**src/rtl/warp_xwriteback_pkg.sv**
```systemverilog
// Shared types and constants for the scalar integer writeback merger.
// Port-select encoding is used by the divider-FIFO drain logic.
package warp_xwriteback_pkg;
    localparam int DIV_DEPTH_DEF = 4;
    localparam int RD_W          = 5;
    localparam int XLEN          = 64;
    localparam int DIV_ENTRY_W   = RD_W + XLEN;

    typedef enum logic [1:0] {
        PORT_NONE = 2'd0,
        PORT_1    = 2'd1,
        PORT_2    = 2'd2
    } wb_port_e;

    typedef struct packed {
        logic [RD_W-1:0] rd;
        logic [XLEN-1:0] data;
    } div_entry_t;
endpackage

```
**src/rtl/warp_xwriteback_if.sv**
```systemverilog
// Lane/divider inputs and register-file write-port outputs of the writeback merger.
interface warp_xwriteback_if;
    import warp_xwriteback_pkg::*;

    logic            i_a_valid;
    logic [RD_W-1:0] i_a_rd;
    logic [XLEN-1:0] i_a_data;
    logic            i_b_valid;
    logic [RD_W-1:0] i_b_rd;
    logic [XLEN-1:0] i_b_data;
    logic            i_div_valid;
    logic [RD_W-1:0] i_div_rd;
    logic            i_div_rem;
    logic [XLEN-1:0] i_div_quotient;
    logic [XLEN-1:0] i_div_remainder;
    logic            o_div_ready;
    logic            o_rd1_wen;
    logic [RD_W-1:0] o_rd1_addr;
    logic [XLEN-1:0] o_rd1_wdata;
    logic            o_rd2_wen;
    logic [RD_W-1:0] o_rd2_addr;
    logic [XLEN-1:0] o_rd2_wdata;
    logic            o_collision;
    logic            o_overflow;

    modport master (
        output i_a_valid, i_a_rd, i_a_data, i_b_valid, i_b_rd, i_b_data,
               i_div_valid, i_div_rd, i_div_rem, i_div_quotient, i_div_remainder,
        input  o_div_ready, o_rd1_wen, o_rd1_addr, o_rd1_wdata,
               o_rd2_wen, o_rd2_addr, o_rd2_wdata, o_collision, o_overflow
    );

    modport slave (
        input  i_a_valid, i_a_rd, i_a_data, i_b_valid, i_b_rd, i_b_data,
               i_div_valid, i_div_rd, i_div_rem, i_div_quotient, i_div_remainder,
        output o_div_ready, o_rd1_wen, o_rd1_addr, o_rd1_wdata,
               o_rd2_wen, o_rd2_addr, o_rd2_wdata, o_collision, o_overflow
    );
endinterface

```
**src/rtl/warp_xwb_fifo.sv**
```systemverilog
// Small synchronous FIFO holding divider results until a write port is free.
// Head is read combinationally so a drain decision can use it in the same cycle.
module warp_xwb_fifo #(
    parameter int DEPTH = 4,
    parameter int WIDTH = 69
) (
    input  logic                     i_clk,
    input  logic                     i_rst_n,
    input  logic                     i_push,
    input  logic [WIDTH-1:0]         i_push_data,
    input  logic                     i_pop,
    output logic [WIDTH-1:0]         o_head,
    output logic [$clog2(DEPTH):0]   o_count,
    output logic                     o_full,
    output logic                     o_empty
);
    localparam int AW = $clog2(DEPTH);
    localparam int CW = AW + 1;

    logic [WIDTH-1:0] mem [DEPTH];
    logic [AW-1:0]    wr_ptr_reg;
    logic [AW-1:0]    rd_ptr_reg;
    logic [CW-1:0]    count_reg;

    always_ff @(posedge i_clk) begin
        if (i_push) begin
            mem[wr_ptr_reg] <= i_push_data;
        end
    end

    // Power-of-two depth lets the pointers wrap by plain overflow.
    always_ff @(posedge i_clk or negedge i_rst_n) begin
        if (!i_rst_n) begin
            wr_ptr_reg <= '0;
            rd_ptr_reg <= '0;
            count_reg  <= '0;
        end else begin
            if (i_push) wr_ptr_reg <= wr_ptr_reg + AW'(1);
            if (i_pop)  rd_ptr_reg <= rd_ptr_reg + AW'(1);
            count_reg <= count_reg + CW'(i_push) - CW'(i_pop);
        end
    end

    assign o_head  = mem[rd_ptr_reg];
    assign o_count = count_reg;
    assign o_full  = (count_reg == CW'(DEPTH));
    assign o_empty = (count_reg == '0);
endmodule

```
**src/rtl/warp_xwriteback.sv**
```systemverilog
// Writeback merger: lane A -> port 1, lane B -> port 2, divider results queued
// and drained into an idle port; x0 writes suppressed and port addresses kept distinct.
module warp_xwriteback
    import warp_xwriteback_pkg::*;
#(
    parameter int DIV_DEPTH = DIV_DEPTH_DEF
) (
    input  logic              i_clk,
    input  logic              i_rst_n,
    warp_xwriteback_if.slave  wb
);
    localparam int CW = $clog2(DIV_DEPTH) + 1;

    logic             a_wr, b_wr, collision, hold, head_zero;
    logic             fifo_push, fifo_pop, fifo_full, fifo_empty, drain_wr;
    logic [CW-1:0]    fifo_count;
    logic [DIV_ENTRY_W-1:0] fifo_head;
    div_entry_t       push_entry, head_entry;
    wb_port_e         drain_port;

    logic             rd1_wen_reg, rd1_wen_next, rd2_wen_reg, rd2_wen_next;
    logic [RD_W-1:0]  rd1_addr_reg, rd1_addr_next, rd2_addr_reg, rd2_addr_next;
    logic [XLEN-1:0]  rd1_data_reg, rd1_data_next, rd2_data_reg, rd2_data_next;
    logic             collision_reg, overflow_reg, overflow_next;

    assign a_wr      = wb.i_a_valid && (wb.i_a_rd != '0);
    assign collision = a_wr && wb.i_b_valid && (wb.i_b_rd == wb.i_a_rd);
    assign b_wr      = wb.i_b_valid && (wb.i_b_rd != '0) && !collision;

    assign push_entry = {wb.i_div_rd, wb.i_div_rem ? wb.i_div_remainder : wb.i_div_quotient};
    assign head_entry = div_entry_t'(fifo_head);
    assign head_zero  = (head_entry.rd == '0);
    // A head whose rd is being written by a lane this cycle must wait, or the ports could alias.
    assign hold       = (a_wr && head_entry.rd == wb.i_a_rd) || (b_wr && head_entry.rd == wb.i_b_rd);

    always_comb begin
        drain_port = PORT_NONE;
        if (!b_wr) begin
            drain_port = PORT_2;
        end else if (!a_wr) begin
            drain_port = PORT_1;
        end
    end

    // x0 entries are discarded without needing a port.
    assign fifo_pop  = !fifo_empty && (head_zero || (drain_port != PORT_NONE && !hold));
    assign drain_wr  = fifo_pop && !head_zero;
    assign fifo_push = wb.i_div_valid && !fifo_full;

    warp_xwb_fifo #(
        .DEPTH (DIV_DEPTH),
        .WIDTH (DIV_ENTRY_W)
    ) u_fifo (
        .i_clk       (i_clk),
        .i_rst_n     (i_rst_n),
        .i_push      (fifo_push),
        .i_push_data (push_entry),
        .i_pop       (fifo_pop),
        .o_head      (fifo_head),
        .o_count     (fifo_count),
        .o_full      (fifo_full),
        .o_empty     (fifo_empty)
    );

    always_comb begin
        rd1_wen_next  = 1'b0;
        rd1_addr_next = rd1_addr_reg;
        rd1_data_next = rd1_data_reg;
        rd2_wen_next  = 1'b0;
        rd2_addr_next = rd2_addr_reg;
        rd2_data_next = rd2_data_reg;
        if (a_wr) begin
            rd1_wen_next  = 1'b1;
            rd1_addr_next = wb.i_a_rd;
            rd1_data_next = wb.i_a_data;
        end else if (drain_wr && drain_port == PORT_1) begin
            rd1_wen_next  = 1'b1;
            rd1_addr_next = head_entry.rd;
            rd1_data_next = head_entry.data;
        end
        if (b_wr) begin
            rd2_wen_next  = 1'b1;
            rd2_addr_next = wb.i_b_rd;
            rd2_data_next = wb.i_b_data;
        end else if (drain_wr && drain_port == PORT_2) begin
            rd2_wen_next  = 1'b1;
            rd2_addr_next = head_entry.rd;
            rd2_data_next = head_entry.data;
        end
        overflow_next = overflow_reg || (wb.i_div_valid && fifo_full);
    end

    always_ff @(posedge i_clk or negedge i_rst_n) begin
        if (!i_rst_n) begin
            rd1_wen_reg   <= 1'b0;
            rd1_addr_reg  <= '0;
            rd1_data_reg  <= '0;
            rd2_wen_reg   <= 1'b0;
            rd2_addr_reg  <= '0;
            rd2_data_reg  <= '0;
            collision_reg <= 1'b0;
            overflow_reg  <= 1'b0;
        end else begin
            rd1_wen_reg   <= rd1_wen_next;
            rd1_addr_reg  <= rd1_addr_next;
            rd1_data_reg  <= rd1_data_next;
            rd2_wen_reg   <= rd2_wen_next;
            rd2_addr_reg  <= rd2_addr_next;
            rd2_data_reg  <= rd2_data_next;
            collision_reg <= collision;
            overflow_reg  <= overflow_next;
        end
    end

    // One slot stays free for the divide that may already be in flight.
    assign wb.o_div_ready = (fifo_count < CW'(DIV_DEPTH - 1));
    assign wb.o_rd1_wen   = rd1_wen_reg;
    assign wb.o_rd1_addr  = rd1_addr_reg;
    assign wb.o_rd1_wdata = rd1_data_reg;
    assign wb.o_rd2_wen   = rd2_wen_reg;
    assign wb.o_rd2_addr  = rd2_addr_reg;
    assign wb.o_rd2_wdata = rd2_data_reg;
    assign wb.o_collision = collision_reg;
    assign wb.o_overflow  = overflow_reg;

    no_push_when_full: assert property (@(posedge i_clk) disable iff (!i_rst_n)
        !(wb.i_div_valid && fifo_full));
    ports_distinct: assert property (@(posedge i_clk) disable iff (!i_rst_n)
        !(rd1_wen_reg && rd2_wen_reg && rd1_addr_reg == rd2_addr_reg));
endmodule
```
**src/flat_wrapper.sv**
```systemverilog
// flat-port wrapper written by rule: the top's interface ports become plain ports
module warp_xwriteback_flat import warp_xwriteback_pkg::*;
#(
    parameter int DIV_DEPTH = DIV_DEPTH_DEF
)
  (i_clk, i_rst_n, wb_i_a_valid, wb_i_a_rd, wb_i_a_data, wb_i_b_valid, wb_i_b_rd, wb_i_b_data, wb_i_div_valid, wb_i_div_rd, wb_i_div_rem, wb_i_div_quotient, wb_i_div_remainder, wb_o_div_ready, wb_o_rd1_wen, wb_o_rd1_addr, wb_o_rd1_wdata, wb_o_rd2_wen, wb_o_rd2_addr, wb_o_rd2_wdata, wb_o_collision, wb_o_overflow);
  warp_xwriteback_if wb_i ();
  input  logic i_clk;
  input  logic i_rst_n;
  input wire logic [$bits(wb_i.i_a_valid)-1:0] wb_i_a_valid;
  input wire logic [$bits(wb_i.i_a_rd)-1:0] wb_i_a_rd;
  input wire logic [$bits(wb_i.i_a_data)-1:0] wb_i_a_data;
  input wire logic [$bits(wb_i.i_b_valid)-1:0] wb_i_b_valid;
  input wire logic [$bits(wb_i.i_b_rd)-1:0] wb_i_b_rd;
  input wire logic [$bits(wb_i.i_b_data)-1:0] wb_i_b_data;
  input wire logic [$bits(wb_i.i_div_valid)-1:0] wb_i_div_valid;
  input wire logic [$bits(wb_i.i_div_rd)-1:0] wb_i_div_rd;
  input wire logic [$bits(wb_i.i_div_rem)-1:0] wb_i_div_rem;
  input wire logic [$bits(wb_i.i_div_quotient)-1:0] wb_i_div_quotient;
  input wire logic [$bits(wb_i.i_div_remainder)-1:0] wb_i_div_remainder;
  output wire logic [$bits(wb_i.o_div_ready)-1:0] wb_o_div_ready;
  output wire logic [$bits(wb_i.o_rd1_wen)-1:0] wb_o_rd1_wen;
  output wire logic [$bits(wb_i.o_rd1_addr)-1:0] wb_o_rd1_addr;
  output wire logic [$bits(wb_i.o_rd1_wdata)-1:0] wb_o_rd1_wdata;
  output wire logic [$bits(wb_i.o_rd2_wen)-1:0] wb_o_rd2_wen;
  output wire logic [$bits(wb_i.o_rd2_addr)-1:0] wb_o_rd2_addr;
  output wire logic [$bits(wb_i.o_rd2_wdata)-1:0] wb_o_rd2_wdata;
  output wire logic [$bits(wb_i.o_collision)-1:0] wb_o_collision;
  output wire logic [$bits(wb_i.o_overflow)-1:0] wb_o_overflow;
  assign wb_i.i_a_valid = wb_i_a_valid;
  assign wb_i.i_a_rd = wb_i_a_rd;
  assign wb_i.i_a_data = wb_i_a_data;
  assign wb_i.i_b_valid = wb_i_b_valid;
  assign wb_i.i_b_rd = wb_i_b_rd;
  assign wb_i.i_b_data = wb_i_b_data;
  assign wb_i.i_div_valid = wb_i_div_valid;
  assign wb_i.i_div_rd = wb_i_div_rd;
  assign wb_i.i_div_rem = wb_i_div_rem;
  assign wb_i.i_div_quotient = wb_i_div_quotient;
  assign wb_i.i_div_remainder = wb_i_div_remainder;
  assign wb_o_div_ready = wb_i.o_div_ready;
  assign wb_o_rd1_wen = wb_i.o_rd1_wen;
  assign wb_o_rd1_addr = wb_i.o_rd1_addr;
  assign wb_o_rd1_wdata = wb_i.o_rd1_wdata;
  assign wb_o_rd2_wen = wb_i.o_rd2_wen;
  assign wb_o_rd2_addr = wb_i.o_rd2_addr;
  assign wb_o_rd2_wdata = wb_i.o_rd2_wdata;
  assign wb_o_collision = wb_i.o_collision;
  assign wb_o_overflow = wb_i.o_overflow;
  warp_xwriteback #(.DIV_DEPTH(DIV_DEPTH)) u_core (.i_clk(i_clk), .i_rst_n(i_rst_n), .wb(wb_i));
endmodule
```
**config.mk**
```make
export PLATFORM = sky130hd
export DESIGN_NAME = warp_xwriteback_flat
export DESIGN_NICKNAME = d
export VERILOG_FILES = /design/src/rtl/warp_xwriteback_pkg.sv /design/src/rtl/warp_xwriteback_if.sv /design/src/rtl/warp_xwb_fifo.sv /design/src/rtl/warp_xwriteback.sv /design/src/flat_wrapper.sv
export SDC_FILE = /design/constraint.sdc
export NUM_CORES = 1
export LEC_CHECK = 0
export ABC_AREA = 1
export CAP_MARGIN = 20
export CORE_MARGIN = 2
export CORE_UTILIZATION = 50
export DETAILED_ROUTE_END_ITERATION = 12
export PLACE_DENSITY = 0.78
export SETUP_SLACK_MARGIN = 0.1
export SLEW_MARGIN = 20
export SYNTH_ARGS = -nofsm -noshare
export SYNTH_HDL_FRONTEND = slang
export SYNTH_SLANG_ARGS = --single-unit
```
**constraint.sdc**
```tcl
create_clock -name i_clk -period 12.1 [get_ports i_clk]
set_clock_uncertainty 0.2 [all_clocks]
set_input_delay 2.42 -clock i_clk [delete_from_list [all_inputs] [get_ports i_clk]]
set_output_delay 2.42 -clock i_clk [all_outputs]
set_load 0.005 [all_outputs]
```
==> metrics.yaml, run 1 <==
setup_viol: 0
start_kind: "input pin"
max_stage_delay_ns: 0.76
yosys-top-cells-area: "edfxtp_1, dfrtp_1, nand2_1, nand3_1, mux2_2"
finalPower_mw: 5.709
first_global_vias: 15334
cap_violations: 0
io_buffers: 419
dp_hpwl_um: 34570
crit_type: "input pin to flip-flop"
largest_register: "u_core.u_fifo.mem"
ys_types: 28
viasPerCell: 5.562
netlist_area_um2: 18780
synth_compound_area_share_pct: 6.297
final_nets: 2544
largest_reg_flops: 276
synth_xor_area_share_pct: 0.3265
reg2reg_depth: 14
finalWirelength_um: 54580
syn_area_per_cell_um2: 9.892
max_freq_mhz: 124.8
num_rows: 70
layout-drive-gt1-share_pct: 7.444
drc: 0
area_growth_pct: 31.81
gr-total-overflow: 0
maxSlewHeadroom_pct: 27.81
synth_cells: 1898
reg2reg_slack_ns: 7.76
min-delay-path-class: "flip-flop to flip-flop"
clockRootBuffer: "clkbuf_16"
finalCritPeriodShare_pct: 66.22
muxShareOfSynthArea_pct: 3.838
final_cell_mix: "nand2_1, clkdlybuf4s50_1, edfxtp_1, nand3_1, dfrtp_1"
htreeDepth: 2
ys_seq_area_share_pct: 64.00
insertion_delay_ns: 0.55
cts_max_path_buffers: 3
synth_simple_gate_area_share_pct: 21.70
tightestPinTransition_ns: 1.083
outcome: "complete, no violations"
chipHeight_um: 197.8
end_kind: "flip-flop"
setup_tns_ns: 0
first_pass_iters: 5
ir_worst_vdd_mv: 0.1282
post_cts_buffers: 0
min_period_ns: 8.012
coreArea_um2: 36790
crit_path_max_fanout: 91
p_leak_nw: 10.29
cp_slowest_cell: "buf_4"
rsz0062_at_grt: "false"
clock-sinks: 425
dieWidth_um: 197.8
track_usage_pct: 27.70
whs_path_depth: 2
die_area_um2: 39120
crit_path_cell_trace: "clkdlybuf4s50_1 -> nor2_1 -> nand4_1 -> nand2_4 -> inv_2 -> nand4_1 -> nor2_1 -> nor2_4 -> buf_4 -> inv_4 -> buf_4 -> o21bai_4 -> buf_4 -> nand2_1 -> nand2_1"
yosys_warnings: 0
cts_tree: "yes"
vias: 15389
drt_iter0_markers: 1325
arrival_ns: 8.29
io-pin-count: 420
synth_top_family_by_area: "simple AND/OR/NAND/NOR gates"
synth_top_cell_by_area: "edfxtp_1"
synthDominantCellAreaShare_pct: 44.14
crit_top_cell: "buf_4"
slew_viol_final: 0
start_util_pct: 51.04
ant_nets: 0
grt_pass1_wl_um: 83430
ctsResizeCount: 0
powerDensity_nw_per_um2: 230.7
hold_violations: 0
cts_inserted_buffers: 45
synth-seq-cells: 425
synth_fa_ha_area_share_pct: 0.5065
fin_util_pct: 67.28
cts.clk_slew.worst_paths_ns: 0.06
synth.net_count: 2182
cts_hold_buf: 0
antenna_found_initial: 3
routedWlPerCell_um: 19.72
grt_max_degree: 92
layout_commonest_cell: "nand2_1"
routabilityCongestion: 0.8493
worstPathRequired_ns: 12.38
## path summary, 6_finish.rpt
kind | from | end
min in group asynchronous | i_rst_n | u_core.wb.o_rd2_wen$_DFF_PN0_
worst min-delay path | u_core.wb.o_rd2_wdata[11]$_DFFE_PN0P_ | u_core.wb.o_rd2_wdata[11]$_DFFE_PN0P_
worst max register to register | u_core.u_fifo.rd_ptr_reg[0]$_DFFE_PN0P_ | u_core.wb.o_rd2_wdata[8]$_DFFE_PN0P_
worst max-delay path | wb_i_a_rd[0] | u_core.wb.o_rd1_wdata[45]$_DFFE_PN0P_
worst min register to register | u_core.wb.o_rd2_wdata[11]$_DFFE_PN0P_ | u_core.wb.o_rd2_wdata[11]$_DFFE_PN0P_
max in group asynchronous | i_rst_n | u_core.u_fifo.rd_ptr_reg[0]$_DFFE_PN0P_
## per-layer routing
layer | global-route usage (%) | up-vias | share of wire (%)
met3 | 4.394 | 108 | 8.0
met1 | 36.33 | 7402 | 40
met4 | 10.47 | 2 | 2.6
li1 | - | 7135 | -
met2 | 46.67 | 742 | 50
met5 | 0 | - | 0.020
## worst max-delay path: cells and delay by family
family | cells | cell delay [ns]
buffers and inverters | 6 | 3.22
AND/OR/NAND/NOR | 8 | 2.16
AO/OA/AOI/OAI | 1 | 0.26
## report_power, final
| group | switching [mW] | leakage (nW) | internal [mW] | total (mW) |
|---|---|---|---|---|
| registers | 0.243 | 4.34 | 2.00 | 2.25 |
| clock network | 0.562 | 0.730 | 0.807 | 1.37 |
| logic | 1.23 | 5.23 | 0.870 | 2.10 |
| total | 2.03 | 10.3 | 3.68 | 5.71 |
## cells in the mapped netlist
library cell,n
nor2_1,144
mux2_2,64
o21ai_0,141
o21bai_2,1
clkbuf_1,74
a21oi_1,8
inv_2,2
nand2_1,719
nand4_1,3
inv_1,26
nor2_2,1
xor2_1,4
edfxtp_1,276
buf_2,34
nand3_1,154
o41ai_1,1
buf_4,3
xnor2_1,3
nor3_1,1
fa_1,1
nand4_2,1
o2111ai_1,1
buf_1,13
o21bai_1,1
o22ai_1,64
dfrtp_1,149
ha_1,6
nand3b_1,3
## per-stage QoR
stage                     setup slack [ns]  std cells  hold slack (ns)  cell area, um2
after floorplan                      5.924       1898           0.2678           18780
after global placement               3.796       2681           0.2582           23260
after detailed placement             3.633       2681           0.2844           23260
after CTS                            4.216       2765           0.3090           24740
after global routing                 3.704       2767           0.3233           24750
final                                4.088       2767           0.3066           24750
## cell type report
type                            instances  area [um2]
Clock buffer                           60        1275
Clock inverter                         24       206.4
Timing Repair Buffer                  439        4343
Antenna cell                            2       5.005
Multi-Input combinational cell       1321        6201
Tap cell                              468       585.6
Inverter                               28       110.1
Sequential cell                       425       12020
Fill cell                            2802       12040
## cell families after synthesis
logic type | Yosys count
AOI/OAI and AO/OA | 217
xor gates and xnor gates | 7
adders and majority gates | 7
buffers and inverters | 152
DFF | 425
muxes | 64
and+or+nand+nor | 1026
No activity file was read; power rests on OpenSTA's default activity.
==> inputs of run 2 (changes only) <==
Settings changed: CORE_UTILIZATION 50 to 46, PLACE_DENSITY 0.78 to 0.76.
Clock period 12.1 ns to 7 ns, I/O delays scaled along.
==> run 2 against run 1 <==
Effect of this change: non-clock buffer count is 1 higher; combinational power is 73% higher; sequential cell count stayed put; hold slack worse by 0.0073 ns; cell area is 0.11% higher; setup slack worse by 2.5 ns; wire length is 1.3% lower; global-route usage is 2.9 points lower; register-to-register slack worse by 5.9 ns; clock power is 69% higher; via count is 0.74% lower; utilization is 6.2 points lower; critical endpoint is now u_core.wb.o_rd2_addr[1]$_DFFE_PN0P_; highest routed layer is now met4.
==> metrics.yaml, run 2 (synthesis results as in run 1) <==
layout_commonest_cell: "nand2_1"
ctsResizeCount: 0  # unchanged
grt_max_degree: 93  # +1.1%
routabilityCongestion: 0.9103  # +7.2%
grt_pass1_wl_um: 81610  # -2.2%
cts.clk_slew.worst_paths_ns: 0.06  # about the same
drc: 0  # unchanged
nFillCells: 3282  # +17%
finalCritPeriodShare_pct: 77.00
final_cell_mix: "nand2_1, clkdlybuf4s50_1, edfxtp_1, nand3_1, dfrtp_1"
cts_tree: "yes"
vias: 15275  # -0.74%
clock-sinks: 425  # unchanged
first_global_vias: 14841  # -3.2%
slew_viol_final: 0  # unchanged
io_buffers: 419  # unchanged
ant_nets: 0  # unchanged
ir_worst_vdd_mv: 0.2075  # +62%
drt_iter0_markers: 1252  # -5.5%
clockRootBuffer: "clkbuf_16"
final_nets: 2543  # -0.039%
io-pin-count: 420  # unchanged
first_pass_iters: 6  # +1
htreeDepth: 2  # unchanged
worstPathRequired_ns: 7.16  # -5.22 ns
cts_inserted_buffers: 43  # -4.4%
largest_register: "u_core.u_fifo.mem"
num_rows: 74  # +5.7%
layout-drive-gt1-share_pct: 7.239  # -0.21 points
antenna_found_initial: 0  # -3
setup_tns_ns: 0  # unchanged
viasPerCell: 5.407  # -2.8%
end_kind: "flip-flop"
placed_cells: 2746  # +2.4%
cts_hold_buf: 0  # unchanged
start_util_pct: 46.30  # -4.7 points
area_growth_pct: 31.95
max_freq_mhz: 185.5
gr-total-overflow: 0  # unchanged
rsz0062_at_grt: "false"
crit_type: "input pin to flip-flop"
crit_path_max_fanout: 74  # -19%
maxSlewHeadroom_pct: 34.21  # +6.4 points
largest_reg_flops: 276  # unchanged
setup_viol: 0  # unchanged
post_cts_buffers: 0  # unchanged
p_leak_nw: 10.26  # -0.31%
die_area_um2: 42450  # +8.5%
min-delay-path-class: "flip-flop to flip-flop"
track_usage_pct: 24.79  # -2.9 points
start_kind: "input pin"
cap_violations: 0  # unchanged
cts_max_path_buffers: 3  # unchanged
outcome: "complete, no violations"
arrival_ns: 5.55  # -2.74 ns
coreArea_um2: 40550  # +10%
routedWlPerCell_um: 19.08  # -3.3%
hold_violations: 0  # unchanged
finalWirelength_um: 53890  # -1.3%
chipHeight_um: 206.0  # +4.2%
dp_hpwl_um: 34190  # -1.1%
fin_cells: 2825  # +2.1%
powerDensity_nw_per_um2: 395.5  # +71%
min_period_ns: 5.390
diodes: 0  # -2
tightestPinTransition_ns: 0.9842  # -0.09860 ns
dieWidth_um: 206.0  # +4.2%
insertion_delay_ns: 0.53  # -0.02 ns
## run 2: cell types whose count changed in the layout (fill, tap and decap cells not counted), sizes merged
cell,previous run,this run
diode,2,0
buf,22,23
clkbuf,60,62
clkinv,17,9
bufinv,3,4
## run 2: routing by layer
metal	share of wire (%)	global-route usage (%)
met1	42	34.06
met2	49	41.47
met3	7.3	3.359
met4	2.3	6.888
met5	0	0
## run 2: worst paths after layout
path / cells past startpoint / startpoint / slack [ns] / to
setup / recovery: 13 / wb_i_a_rd[1] / 1.61 / u_core.wb.o_rd2_addr[1]$_DFFE_PN0P_
min in group asynchronous: 1 / i_rst_n / 0.76 / u_core.wb.o_rd2_wdata[36]$_DFFE_PN0P_
hold / removal: 1 / u_core.wb.o_overflow$_DFF_PN0_ / 0.30 / u_core.wb.o_overflow$_DFF_PN0_
setup reg to reg: 13 / u_core.u_fifo.rd_ptr_reg[0]$_DFFE_PN0P_ / 1.88 / u_core.wb.o_rd2_addr[1]$_DFFE_PN0P_
max in group asynchronous: 2 / i_rst_n / 4.49 / u_core.wb.o_rd2_wdata[35]$_DFFE_PN0P_
hold reg to reg: 1 / u_core.wb.o_overflow$_DFF_PN0_ / 0.30 / u_core.wb.o_overflow$_DFF_PN0_
## run 2: area by class of cell
cell class                      instances  area (um2)  area share, %
Clock buffer                           62        1225          4.944
Clock inverter                         17       200.2         0.8081
Inverter                               28       110.1         0.4444
Multi-Input combinational cell       1321        6201          25.03
Sequential cell                       425       12020          48.53
Tap cell                              532       665.6          2.687
Timing Repair Buffer                  440        4350          17.56
## run 2: per-stage QoR
stage	setup WS [ns]	utilization (%)	power (mW)	cell area (um2)	hold WS [ns]
after floorplan	1.844	-	5.734	18780	0.2678
after global placement	1.495	57.57	7.386	23350	0.2586
after detailed placement	1.350	57.57	7.504	23350	0.2757
after CTS	1.807	61.09	9.833	24770	0.2927
after global routing	1.432	61.09	10.37	24770	0.3086
final	1.610	61.09	9.798	24770	0.2993
## run 2: worst max-delay path: stages
cell             delay, ns
clkdlybuf4s50_1       0.60
nor2_1                0.07
nand4_1               0.12
nand2_4               0.06
inv_2                 0.55
o21ai_0               0.20
nor2_1                0.19
nand3b_1              0.18
nand4_4               0.16
buf_4                 0.75
nand2_4               0.78
nor2_1                0.34
a21oi_1               0.08
## run 2: power by group
| group | internal, mW | switching (mW) | leakage (nW) |
|---|---|---|---|
| sequential | 3.46 | 0.393 | 4.34 |
| clock | 1.37 | 0.941 | 0.694 |
| combinational | 1.50 | 2.13 | 5.23 |
| total | 6.33 | 3.47 | 10.3 |
